==> src/rtl/key_cmd_queue_pkg.sv <==
// Shared Tetris command definitions: command codes, key indices and the
// fixed-priority grant picker used by the key command queue.
package key_cmd_queue_pkg;

    localparam int CMD_W    = 3;
    localparam int NUM_KEYS = 4;

    // Bit positions of each key inside the pulse/pending vectors
    localparam int KEY_LEFT   = 0;
    localparam int KEY_RIGHT  = 1;
    localparam int KEY_ROTATE = 2;
    localparam int KEY_DROP   = 3;

    typedef enum logic [CMD_W-1:0] {
        CMD_NONE   = 3'd0,
        CMD_LEFT   = 3'd1,
        CMD_RIGHT  = 3'd2,
        CMD_ROTATE = 3'd3,
        CMD_DROP   = 3'd4
    } cmd_code_e;

    typedef struct packed {
        logic [NUM_KEYS-1:0] onehot;
        cmd_code_e           code;
    } grant_t;

    // Fixed priority DROP > ROTATE > LEFT > RIGHT
    function automatic grant_t pick_grant(input logic [NUM_KEYS-1:0] pend);
        grant_t g;
        g.onehot = '0;
        g.code   = CMD_NONE;
        if (pend[KEY_DROP]) begin
            g.onehot[KEY_DROP] = 1'b1;
            g.code             = CMD_DROP;
        end else if (pend[KEY_ROTATE]) begin
            g.onehot[KEY_ROTATE] = 1'b1;
            g.code               = CMD_ROTATE;
        end else if (pend[KEY_LEFT]) begin
            g.onehot[KEY_LEFT] = 1'b1;
            g.code             = CMD_LEFT;
        end else if (pend[KEY_RIGHT]) begin
            g.onehot[KEY_RIGHT] = 1'b1;
            g.code              = CMD_RIGHT;
        end
        return g;
    endfunction

endpackage

==> src/rtl/key_cmd_queue_cmd_fifo.sv <==
// Synchronous FIFO for game commands. Output is driven only from state
// registers (storage + read pointer + count), so nothing on the write side
// reaches rdata/empty combinationally.
module cmd_fifo #(
    parameter int WIDTH = 3,
    parameter int DEPTH = 4
) (
    input  logic             clk,
    input  logic             rst,
    input  logic             flush,
    input  logic             push,
    input  logic [WIDTH-1:0] wdata,
    input  logic             pop,
    output logic             empty,
    output logic             full,
    output logic [WIDTH-1:0] rdata
);
    localparam int AW = (DEPTH > 1) ? $clog2(DEPTH) : 1;

    logic [WIDTH-1:0] mem [DEPTH];
    logic [AW-1:0]    wr_ptr, rd_ptr;
    logic [AW:0]      count;
    logic             do_push, do_pop;

    assign empty = (count == '0);
    assign full  = (count == (AW+1)'(DEPTH));
    assign rdata = empty ? '0 : mem[rd_ptr];

    // A push into a full FIFO is allowed only when the head leaves the same cycle
    assign do_pop  = pop && !empty;
    assign do_push = push && (!full || do_pop);

    // Pointer and occupancy tracking; pointers wrap naturally (DEPTH is 2^AW)
    always_ff @(posedge clk) begin
        if (rst || flush) begin
            wr_ptr <= '0;
            rd_ptr <= '0;
            count  <= '0;
        end else begin
            if (do_push) wr_ptr <= wr_ptr + 1'b1;
            if (do_pop)  rd_ptr <= rd_ptr + 1'b1;
            case ({do_push, do_pop})
                2'b10:   count <= count + 1'b1;
                2'b01:   count <= count - 1'b1;
                default: count <= count;
            endcase
        end
    end

    // Storage; contents past the count are don't-care so no reset is needed
    always_ff @(posedge clk) begin
        if (do_push && !rst && !flush) mem[wr_ptr] <= wdata;
    end

endmodule

==> src/rtl/key_cmd_queue.sv <==
// Key command queue: latches debounced key pulses into sticky pending bits,
// arbitrates them one per cycle into a command FIFO, and counts key events
// lost because the same key was already waiting.
module key_cmd_queue
    import key_cmd_queue_pkg::*;
#(
    parameter int DEPTH = 4,
    parameter int CNT_W = 8
) (
    input  logic             clk,
    input  logic             rst,
    input  logic             pulse_left,
    input  logic             pulse_right,
    input  logic             pulse_rotate,
    input  logic             pulse_drop,
    input  logic             flush,
    output logic             cmd_valid,
    output logic [CMD_W-1:0] cmd_code,
    input  logic             cmd_ready,
    output logic [CNT_W-1:0] drop_cnt
);
    logic [NUM_KEYS-1:0] pulse, pending, grant, drop_ev;
    grant_t              pick;
    logic                fifo_empty, fifo_full, push, pop;
    logic [2:0]          n_drop;
    logic [CNT_W:0]      cnt_sum;

    assign pulse = {pulse_drop, pulse_rotate, pulse_right, pulse_left};

    // Grant only when there is room; a full FIFO leaves pending bits untouched
    assign pick  = pick_grant(pending);
    assign grant = fifo_full ? '0 : pick.onehot;
    assign push  = |grant;
    assign pop   = cmd_valid && cmd_ready;

    // A pulse is lost only if its key is still waiting and not leaving this cycle
    assign drop_ev = pulse & pending & ~grant;

    // Number of lost events this cycle (up to one per key)
    always_comb begin
        n_drop = '0;
        for (int k = 0; k < NUM_KEYS; k++) n_drop = n_drop + {2'b00, drop_ev[k]};
    end

    assign cnt_sum = {1'b0, drop_cnt} + (CNT_W+1)'(n_drop);

    // Pending bits and saturating loss counter; flush clears requests but keeps statistics
    always_ff @(posedge clk) begin
        if (rst) begin
            pending  <= '0;
            drop_cnt <= '0;
        end else if (flush) begin
            pending  <= '0;
        end else begin
            pending  <= pulse | (pending & ~grant);
            drop_cnt <= cnt_sum[CNT_W] ? '1 : cnt_sum[CNT_W-1:0];
        end
    end

    cmd_fifo #(
        .WIDTH (CMD_W),
        .DEPTH (DEPTH)
    ) u_fifo (
        .clk   (clk),
        .rst   (rst),
        .flush (flush),
        .push  (push),
        .wdata (pick.code),
        .pop   (pop),
        .empty (fifo_empty),
        .full  (fifo_full),
        .rdata (cmd_code)
    );

    assign cmd_valid = !fifo_empty;

endmodule
==> config.mk <==
export PLATFORM = sky130hd
export DESIGN_NAME = key_cmd_queue
export DESIGN_NICKNAME = d
export VERILOG_FILES = /design/src/rtl/key_cmd_queue_pkg.sv /design/src/rtl/key_cmd_queue_cmd_fifo.sv /design/src/rtl/key_cmd_queue.sv
export SDC_FILE = /design/constraint.sdc
export NUM_CORES = 1
export LEC_CHECK = 0
export CORE_ASPECT_RATIO = 1.5
export CORE_MARGIN = 3
export CORE_UTILIZATION = 55
export CTS_BUF_LIST = sky130_fd_sc_hd__clkbuf_8
export DETAILED_ROUTE_END_ITERATION = 10
export GPL_TIMING_DRIVEN = 0
export PLACE_DENSITY = 0.8
export SLEW_MARGIN = 40
export SYNTH_ARGS = -nofsm -noshare
export SYNTH_HDL_FRONTEND = slang
export SYNTH_SLANG_ARGS = --single-unit
==> constraint.sdc <==
create_clock -name clk -period 5.1 [get_ports clk]
set_clock_uncertainty 0.15 [all_clocks]
set_input_delay 1.53 -clock clk [delete_from_list [all_inputs] [get_ports clk]]
set_output_delay 1.53 -clock clk [all_outputs]
set_load 0.01 [all_outputs]
After elaboration in Yosys (flattened, before gate mapping)
Memory sizes are Yosys's and may differ from the RTL's. A register that Yosys moved wholly into a read port is not among the register bits. Index checks and enable logic that the tools add are counted.

Bits in registers: 19. Memory bits (writable): 12. Memories kept: 1.

Memory list: u_fifo.mem (words 4, bits a word 3, read ports 1, clocked after memory_dff 1, write ports 1, RTL line key_cmd_queue_cmd_fifo.sv:20) `logic [WIDTH-1:0] mem [DEPTH];`.

$add $sub $neg: 8. Equal/unequal tests: 3. Multiplexer cells: 19. Bitwise operators: 5. Reductions and logical operators: 15.

Operators by type and width (count): AND 4 bit (3); two-way mux 2 bit (6); adder 8 x 3 -> 9 bit (1); two-way mux 3 bit (3); two-way mux 8 bit (1); two-way mux 1 bit (7); case mux 3 bit (2 select lines) (1); logical AND 1 bit (5); adder 2 x 1 -> 2 bit (second input constant) (2); zero test 1 bit (4); two-way mux 4 bit (1); inverter 4 bit (1); OR 4 bit (1); OR reduction 4 bit (1); adder 2 x 1 -> 3 bit (1); adder 3 x 1 -> 3 bit (1); adder 3 x 1 -> 3 bit (second input constant) (1); equality test 3 bit (second input constant) (1); zero test 3 bit (1); subtractor 3 x 1 -> 3 bit (second input constant) (1); adder 1 x 1 -> 2 bit (1); equality test 2 x 1 -> 1 bit (second input constant) (1); equality test 2 bit (second input constant) (1); logical OR 1 bit (2); other kinds (2) (2).

Longest topological paths before layout
Gate-level depths: netlist of run 1.

Depth in word-level cells: 12. Depth in mapped cells: 12. Mapped depth without buffers: 11.

Modules after synthesis
From an unflattened synthesis of run 1, not the netlist that was laid out.

Cell total of the unflattened synthesis: 163. Area, all modules: 1719.1 µm².

Modules (own cells, without submodules): cmd_fifo (instances 1, cells each 77, area each 988.4 µm², seq. area each 540.5 µm²); key_cmd_queue (instances 1, cells each 86, area each 730.7 µm², seq. area each 240.2 µm²).

Worst setup path after synthesis of run 1
OpenSTA, ideal clock, no wires.

Kind: input port to flip-flop. Start: input port pulse_left. End: register drop_cnt[6]. Setup time: 0.132 ns. Arrival time: 3.439 ns. Required time: 4.818 ns. Slack: 1.380 ns. Stages on the path: 9. Buffers on the path: 0. Cell sequence: o211ai_1 > fa_1 > fa_1 > inv_1 > fa_1 > and4b_1 > and2_2 > a21oi_1 > a211oi_2.

Cells in the longest elaborated chain, start to end: 7.

Ends and longest elaborated chain: start, declared (RTL line key_cmd_queue.sv:12) `input logic pulse_left,`; AND 4 bit (2 in a row) (RTL line key_cmd_queue.sv:37) `assign drop_ev = pulse & pending & ~grant;`; adder 1 x 1 -> 2 bit (RTL line key_cmd_queue.sv:42) `for (int k = 0; k < NUM_KEYS; k++) n_drop = n_drop + {2'b00, drop_ev[k]};`; adder 2 x 1 -> 3 bit (RTL line key_cmd_queue.sv:42); adder 3 x 1 -> 3 bit (RTL line key_cmd_queue.sv:42); adder 8 x 3 -> 9 bit (RTL line key_cmd_queue.sv:45) `assign cnt_sum = {1'b0, drop_cnt} + (CNT_W+1)'(n_drop);`; two-way mux 8 bit (RTL line key_cmd_queue.sv:56) `drop_cnt <= cnt_sum[CNT_W] ? '1 : cnt_sum[CNT_W-1:0];`; end signal, assigned (RTL line key_cmd_queue.sv:56); end, declared (RTL line key_cmd_queue.sv:20) `output logic [CNT_W-1:0] drop_cnt`.

No other way between the ends. A chain may end at the register's enable or synchronous reset.

Worst setup path in the final report of run 1
Start: input port pulse_left. End: register drop_cnt[0].

The elaborated chain is that of the path after synthesis.

==> results.json, run 1 <==
{
  "antenna_found_initial": 0,
  "synth-seq-cells": 33,
  "synth_warnings": 0,
  "worst_r2r_path_depth": 12,
  "grt_pass1_wl_mm": 5.02,
  "final_common_cell": "dfxtp_1",
  "syn_inst": 147,
  "setup.worst_path.start": "pulse_left",
  "num_antenna_cells": 0,
  "io_pins": 20,
  "fin_crit_ns": 4.16,
  "status": "completed",
  "p_leak_nw": 0.696,
  "routed_via_density": 5.44,
  "htree_num_levels": 2,
  "fin_cells": 209,
  "rows": 23,
  "yosysSeqAreaShare_pct": 48.9,
  "regToRegSetupSlack_ns": 1.72,
  "slew_viol_final": 0,
  "dp.cells": 201,
  "cp-endpoint": "drop_cnt[0]$_SDFFE_PP0N_",
  "drt-initial-drc-count": 29,
  "synth_ff_type": "dfxtp_1",
  "peakVddDrop_mv": 0.238,
  "postPlaceCellArea_um2": 1810,
  "dieArea_um2": 3600,
  "rr_startpoint": "u_fifo.count[0]$_SDFFE_PP0P_",
  "design_area_um2": 1900,
  "grt_start_max_net_pins": 11,
  "core_area_um2": 2730,
  "synth_edf_count": 12,
  "fin_util_pct": 69.6,
  "syn_avg_cell_area_um2": 10.9,
  "post-route-period-util_pct": 81.6,
  "path_class": "primary input to register",
  "clock_latency_ns": 0.29,
  "layout_common_cells": "dfxtp_1, nor2_1, clkdlybuf4s50_1",
  "p_per_area_nw_per_um2": 281,
  "grt_pass1_vias": 1166,
  "overflow": 0,
  "syn_area_um2": 1600,
  "hpwl_mm": 2.30,
  "grt_setup_unrepaired": "no",
  "min_path_type": "register to register",
  "vias": 1137,
  "ant_nets": 0,
  "cp_max_fo": 4,
  "area_delta_synth_final_pct": 19.3,
  "setup_viol_count_final": 0,
  "port_buffers": 17,
  "tns_ns": 0,
  "die_x_um": 50.0,
  "synth_nets": 165,
  "hold_ws_ns": 0.347,
  "wl_per_cell_um": 14.0,
  "final_layout_size_suffix_gt1_share_pct": 14.5,
  "worst_pin_slew_ns": 0.453,
  "cts_tree": "built",
  "synthArstFlopShare_pct": 0,
  "cts_buffer_depth": 2,
  "cts_made_buffers": 5,
  "finalWirelength_mm": 2.93,
  "gp_congestion": 0.731,
  "cts_hold_buf": 0,
  "slew_headroom_pct": 69.8,
  "worstSetupStartpointType": "primary input",
  "dr.pass1.iters": 4,
  "die_y_um": 72.0,
  "drv_cap": 0,
  "cts_setup_buffers": 0,
  "arrival_ns": 4.17,
  "fmax_ghz": 0.240,
  "ctsResizeCount": 0,
  "synth.distinct_cells": 41,
  "crit_required_ns": 5.11,
  "cts-root-buf": "clkbuf_8",
  "initial_core_util_pct": 58.4,
  "r2r_end": "drop_cnt[0]$_SDFFE_PP0N_",
  "endpoint_kind": "register",
  "drc": 0,
  "layout.nets": 189,
  "finalHoldViolations": 0,
  "cts.sinks": 33,
  "track_usage_pct": 18.9,
  "clkSlewWorstSetupHoldPaths_ns": 0.06
}
==> layout make-up <==
type	count	area, um^2
timing repair buffer	17	170
sequential	33	781
buffer	6	28.8
clock buffer	6	82.6
clock inverter	2	8.76
multi-input combinational	96	741
tap	37	46.3
inverter	12	45.0
fill	219	831
==> worst min path at each step <==
stage                                  from                           end  slack [ns]  depth (start not counted)
4_1_cts        u_fifo.count[2]$_SDFFE_PP0P_  u_fifo.count[2]$_SDFFE_PP0P_        0.35                          2
3_3_place_gp   u_fifo.count[2]$_SDFFE_PP0P_  u_fifo.count[2]$_SDFFE_PP0P_        0.32                          2
3_5_place_dp   u_fifo.count[2]$_SDFFE_PP0P_  u_fifo.count[2]$_SDFFE_PP0P_        0.34                          2
6_report       u_fifo.count[2]$_SDFFE_PP0P_  u_fifo.count[2]$_SDFFE_PP0P_        0.35                          2
2_1_floorplan  u_fifo.count[2]$_SDFFE_PP0P_  u_fifo.count[2]$_SDFFE_PP0P_        0.31                          2
5_1_grt        u_fifo.count[2]$_SDFFE_PP0P_  u_fifo.count[2]$_SDFFE_PP0P_        0.41                          2
==> Yosys cell counts, types with 2 or more instances <==
master | n | area [um^2]
xor2_1 | 3 | 26.3
a21oi_1 | 10 | 50.1
and3_1 | 4 | 25.0
fa_1 | 4 | 80.1
nor2_1 | 19 | 71.3
ha_1 | 6 | 75.1
or3_1 | 2 | 12.5
buf_2 | 5 | 25.0
nor3_1 | 2 | 10.0
a31oi_1 | 2 | 12.5
mux2i_1 | 2 | 20.0
a21oi_2 | 2 | 17.5
xnor2_1 | 2 | 17.5
dfxtp_1 | 21 | 420
mux4_2 | 3 | 67.6
nand3_1 | 5 | 25.0
edfxtp_1 | 12 | 360
nand2b_1 | 3 | 18.8
o21ai_0 | 5 | 25.0
inv_1 | 12 | 45.0
and2_1 | 3 | 18.8
==> flip-flops by register name, summed over array words and instances, names as in the netlist, named ones only <==
name	count
u_fifo.mem	12
drop_cnt	8
u_fifo.wr_ptr	2
pending	4
u_fifo.rd_ptr	2
u_fifo.count	3
==> per-layer routing <==
layer | vias up | GRT usage [%] | wire [um]
li1 | 560 | - | -
met1 | 550 | 17.9 | 1060
met2 | 21 | 35.9 | 1700
met3 | 6 | 5.54 | 98
met4 | 0 | 9.23 | 63
met5 | - | 0 | 0
==> logic make-up after synthesis <==
family                   synth area share [%]
flip-flops                               48.9
multiplexers                             6.20
XOR/XNOR                                 3.77
AO/OA/AOI/OAI                            9.80
buffers and inverters                    4.63
adder cells (fa/ha/maj)                  9.73
AND/OR/NAND/NOR                          16.9
==> metrics by stage <==
stage               total power [W]  setup WS [ns]
floorplan                  0.000322           1.38
global placement           0.000338          0.714
detailed placement         0.000342          0.609
CTS                        0.000539          0.939
global route               0.000555          0.803
finish                     0.000534          0.937
==> critical path, stage by stage <==
cell             delay [ns]
clkdlybuf4s50_1        0.51
o211ai_1               0.13
fa_1                   0.56
fa_1                   0.21
inv_1                  0.06
fa_1                   0.44
and4b_1                0.27
and2_2                 0.22
nand2b_1               0.14
a21oi_1                0.08
==> power by group <==
part | leakage (nW) | switching [W] | internal (W)
clock | 0.0486 | 0.0000925 | 0.000107
sequential | 0.279 | 0.00000457 | 0.000278
combinational | 0.369 | 0.0000264 | 0.0000259
No activity file was read; power rests on OpenSTA's default activity.
==> inputs of run 2 (changes only) <==
==> constraint.sdc (replaced) <==
create_clock -name clk -period 4.2 [get_ports clk]
set_clock_uncertainty 0.15 [all_clocks]
set_input_delay 1.26 -clock clk [delete_from_list [all_inputs] [get_ports clk]]
set_output_delay 1.26 -clock clk [all_outputs]
set_load 0.01 [all_outputs]
==> results of run 2 <==
Same layout as run 1 (identical final DEF). Status: completed.
Main changes from that run: setup slack after placement 0.609 ns -> -0.0206 ns; setup slack after layout 0.937 ns -> 0.307 ns; register-to-register setup slack 1.72 ns -> 0.82 ns; total power 0.000534 W -> 0.000649 W; worst IR drop on VDD 0.238 mV -> 0.289 mV
==> inputs of run 3 (changes only) <==
--- a/config.mk
+++ b/config.mk
@@ -15,4 +15,5 @@
 export SLEW_MARGIN = 40
 export SYNTH_ARGS = -nofsm -noshare
 export SYNTH_HDL_FRONTEND = slang
+export SYNTH_HIERARCHICAL = 1
 export SYNTH_SLANG_ARGS = --single-unit
==> results.json, run 3 <==
{
  "status": "completed",
  "intPower_w": 0.000481,
  "peakVddDrop_mv": 0.207,
  "cts_hold_buf": 0,
  "routed_via_density": 5.72,
  "synth_edf_count": 12,
  "cts_setup_buffers": 0,
  "power_frac_comb_pct": 10.2,
  "hpwl_mm": 2.62,
  "fmax_ghz": 0.256,
  "timing.final.ws_setup_ns": 0.290,
  "synthXorXnorAreaFrac_pct": 2.55,
  "pre_cts_slack_ns": -0.0135,
  "slowest_stage": "fa_1",
  "layout.nets": 206,
  "ctsResizeCount": 0,
  "cts_tree": "built",
  "dieArea_um2": 3850,
  "fin_total_pwr_w": 0.000628,
  "ant_nets": 0,
  "whs_endpoint": "u_fifo/mem[2][2]$_DFFE_PP_",
  "crit_top_cell": "fa_1",
  "min_path_type": "register to register",
  "rows": 24,
  "cp_max_fo": 8,
  "vias": 1311,
  "finalHoldViolations": 0,
  "p_per_area_nw_per_um2": 308,
  "synth-seq-cells": 33,
  "setup_viol_count_final": 0,
  "multiInputGateArea_um2": 848,
  "cp_num_buf_inv": 4,
  "post-route-period-util_pct": 93.1,
  "port_buffers": 19,
  "final_layout_size_suffix_gt1_share_pct": 10.0,
  "fin_crit_ns": 3.91,
  "hold_ws_ns": 0.353,
  "sw_frac_of_total_pct": 23.4,
  "synth_top_family_by_area": "simple AND/OR/NAND/NOR gates",
  "clock_power_share_pct": 34.7,
  "clkSlewWorstSetupHoldPaths_ns": 0.07,
  "regToRegSetupSlack_ns": 0.80,
  "cts_made_buffers": 5,
  "reg_top3": "u_fifo/mem x12, drop_cnt x8, pending x4",
  "hp-start": "pending[3]$_SDFF_PP0_",
  "syn_inst": 163,
  "p_leak_nw": 0.749,
  "core_area_um2": 2940,
  "synth-compound-area-share_pct": 14.0,
  "synthTopCellsByCount": "dfxtp_1, nor2_1, inv_1",
  "fill_cells": 255,
  "area_delta_synth_final_pct": 18.6,
  "cts-root-buf": "clkbuf_8",
  "drc": 0,
  "crit_required_ns": 4.24,
  "synthArstFlopShare_pct": 0,
  "worst_pin_slew_ns": 0.660,
  "antenna_found_initial": 0,
  "largest_reg_flops": 12,
  "grt_pass1_vias": 1338,
  "synth_nets": 180,
  "synth_simple_gate_area_share_pct": 19.9,
  "synth_ff_type": "dfxtp_1",
  "hold_depth": 0,
  "slowest_delay_ns": 0.47,
  "yosysTopAreaCellShare_pct": 24.5,
  "yosys.area.top_type": "dfxtp_1",
  "synth_mux_area_share_pct": 4.51,
  "crit_family": "adder cells",
  "grt_start_max_net_pins": 11,
  "layout_common_cells": "dfxtp_1, nor2_1, clkdlybuf4s50_1",
  "design_area_um2": 2040,
  "track_usage_pct": 20.3,
  "initial_core_util_pct": 58.4,
  "syn_avg_cell_area_um2": 10.5,
  "worst_r2r_path_depth": 12,
  "wl_per_cell_um": 14.6,
  "gp_congestion": 0.804,
  "slew_viol_final": 0,
  "arrival_ns": 3.95,
  "endpoint_kind": "register",
  "yosysSeqAreaShare_pct": 45.4,
  "cts.sinks": 33,
  "grt_pass1_wl_mm": 5.87,
  "synth_fa_ha_area_share_pct": 8.30,
  "final_common_cell": "dfxtp_1",
  "top_register": "u_fifo/mem",
  "synth_warnings": 6,
  "synth_area_leaders": "dfxtp_1, edfxtp_1, fa_1, nor2_1, mux4_2",
  "seqPwrFrac_pct": 55.1,
  "rr_startpoint": "u_fifo/count[0]$_SDFFE_PP0P_",
  "cts_buffer_depth": 2,
  "postPlaceCellArea_um2": 1960,
  "clock_latency_ns": 0.28,
  "drt-initial-drc-count": 30,
  "synth.distinct_cells": 46,
  "synth.most_common_cell": "dfxtp_1",
  "r2r_end": "drop_cnt[4]$_SDFFE_PP0N_",
  "drv_cap": 0,
  "io_pins": 20,
  "finalWirelength_mm": 3.35,
  "power.switching_w": 0.000147,
  "die_x_um": 51.7,
  "worstSetupStartpointType": "primary input",
  "dr.pass1.iters": 4,
  "seqCellArea_um2": 781,
  "path_class": "primary input to register",
  "htree_num_levels": 2,
  "num_antenna_cells": 0,
  "slew_headroom_pct": 55.7,
  "overflow": 0,
  "syn_area_um2": 1720,
  "grt_setup_unrepaired": "no",
  "crit_chain": "clkdlybuf4s50_1 -> inv_1 -> or2_2 -> fa_1 -> fa_1 -> inv_1 -> fa_1 -> nor2b_1 -> clkbuf_2 -> a31oi_1 -> a311oi_1",
  "die_y_um": 74.5
}
## run 3: cell type report
class | count | area share [%]
Buffer | 7 | 1.84
Clock inverter | 3 | 0.613
Inverter | 14 | 2.58
Timing Repair Buffer | 19 | 9.33
Clock buffer | 5 | 3.37
Tap cell | 39 | 2.39
Multi-Input combinational cell | 109 | 41.6
Sequential cell | 33 | 38.3
## run 3: metal layers
layer | part of all wire (%) | up-vias | track usage (%)
met5 | 0 | - | 0
li1 | - | 632 | -
met2 | 57 | 35 | 37.8
met4 | 1.6 | 0 | 9.33
met1 | 38 | 637 | 21.8
met3 | 3.5 | 7 | 3.61
## run 3: power by group through the flow
stage / logic (W) / registers [W] / clock network (W)
5_1_grt: 0.0000706 / 0.000347 / 0.000238
6_report: 0.0000643 / 0.000346 / 0.000218
4_1_cts: 0.0000643 / 0.000346 / 0.000224
3_3_place_gp: 0.0000599 / 0.000352 / 0
2_1_floorplan: 0.0000388 / 0.000352 / 0
3_5_place_dp: 0.0000636 / 0.000353 / 0
## run 3: cell families (layout without fill, tap and decap cells)
family          count (synthesis)  after routing
buf+inv                        21             48
compound gates                 29             29
simple gates                   62             62
mux                             4              4
xor+xnor                        5              5
flops                          33             33
fa+ha+maj                       9              9
## run 3: worst max path at each step
stage / from / to / cells past startpoint
after global routing: pulse_rotate / drop_cnt[4]$_SDFFE_PP0N_ / 11
after CTS: pulse_rotate / drop_cnt[4]$_SDFFE_PP0N_ / 11
after floorplan: pulse_rotate / drop_cnt[4]$_SDFFE_PP0N_ / 10
after detailed placement: pulse_rotate / drop_cnt[4]$_SDFFE_PP0N_ / 11
final: pulse_rotate / drop_cnt[4]$_SDFFE_PP0N_ / 11
after global placement: pulse_rotate / drop_cnt[4]$_SDFFE_PP0N_ / 11
## run 3: metrics by stage
| stage | setup TNS, ns | instances | util, % |
|---|---|---|---|
| 3_3_place_gp | 0 | 221 | 66.5 |
| 5_1_grt | 0 | 229 | 69.3 |
| 3_5_place_dp | -0.0135 | 221 | 66.5 |
| 6_report | 0 | 229 | 69.3 |
| 2_1_floorplan | 0 | 163 | - |
| 4_1_cts | 0 | 229 | 69.3 |
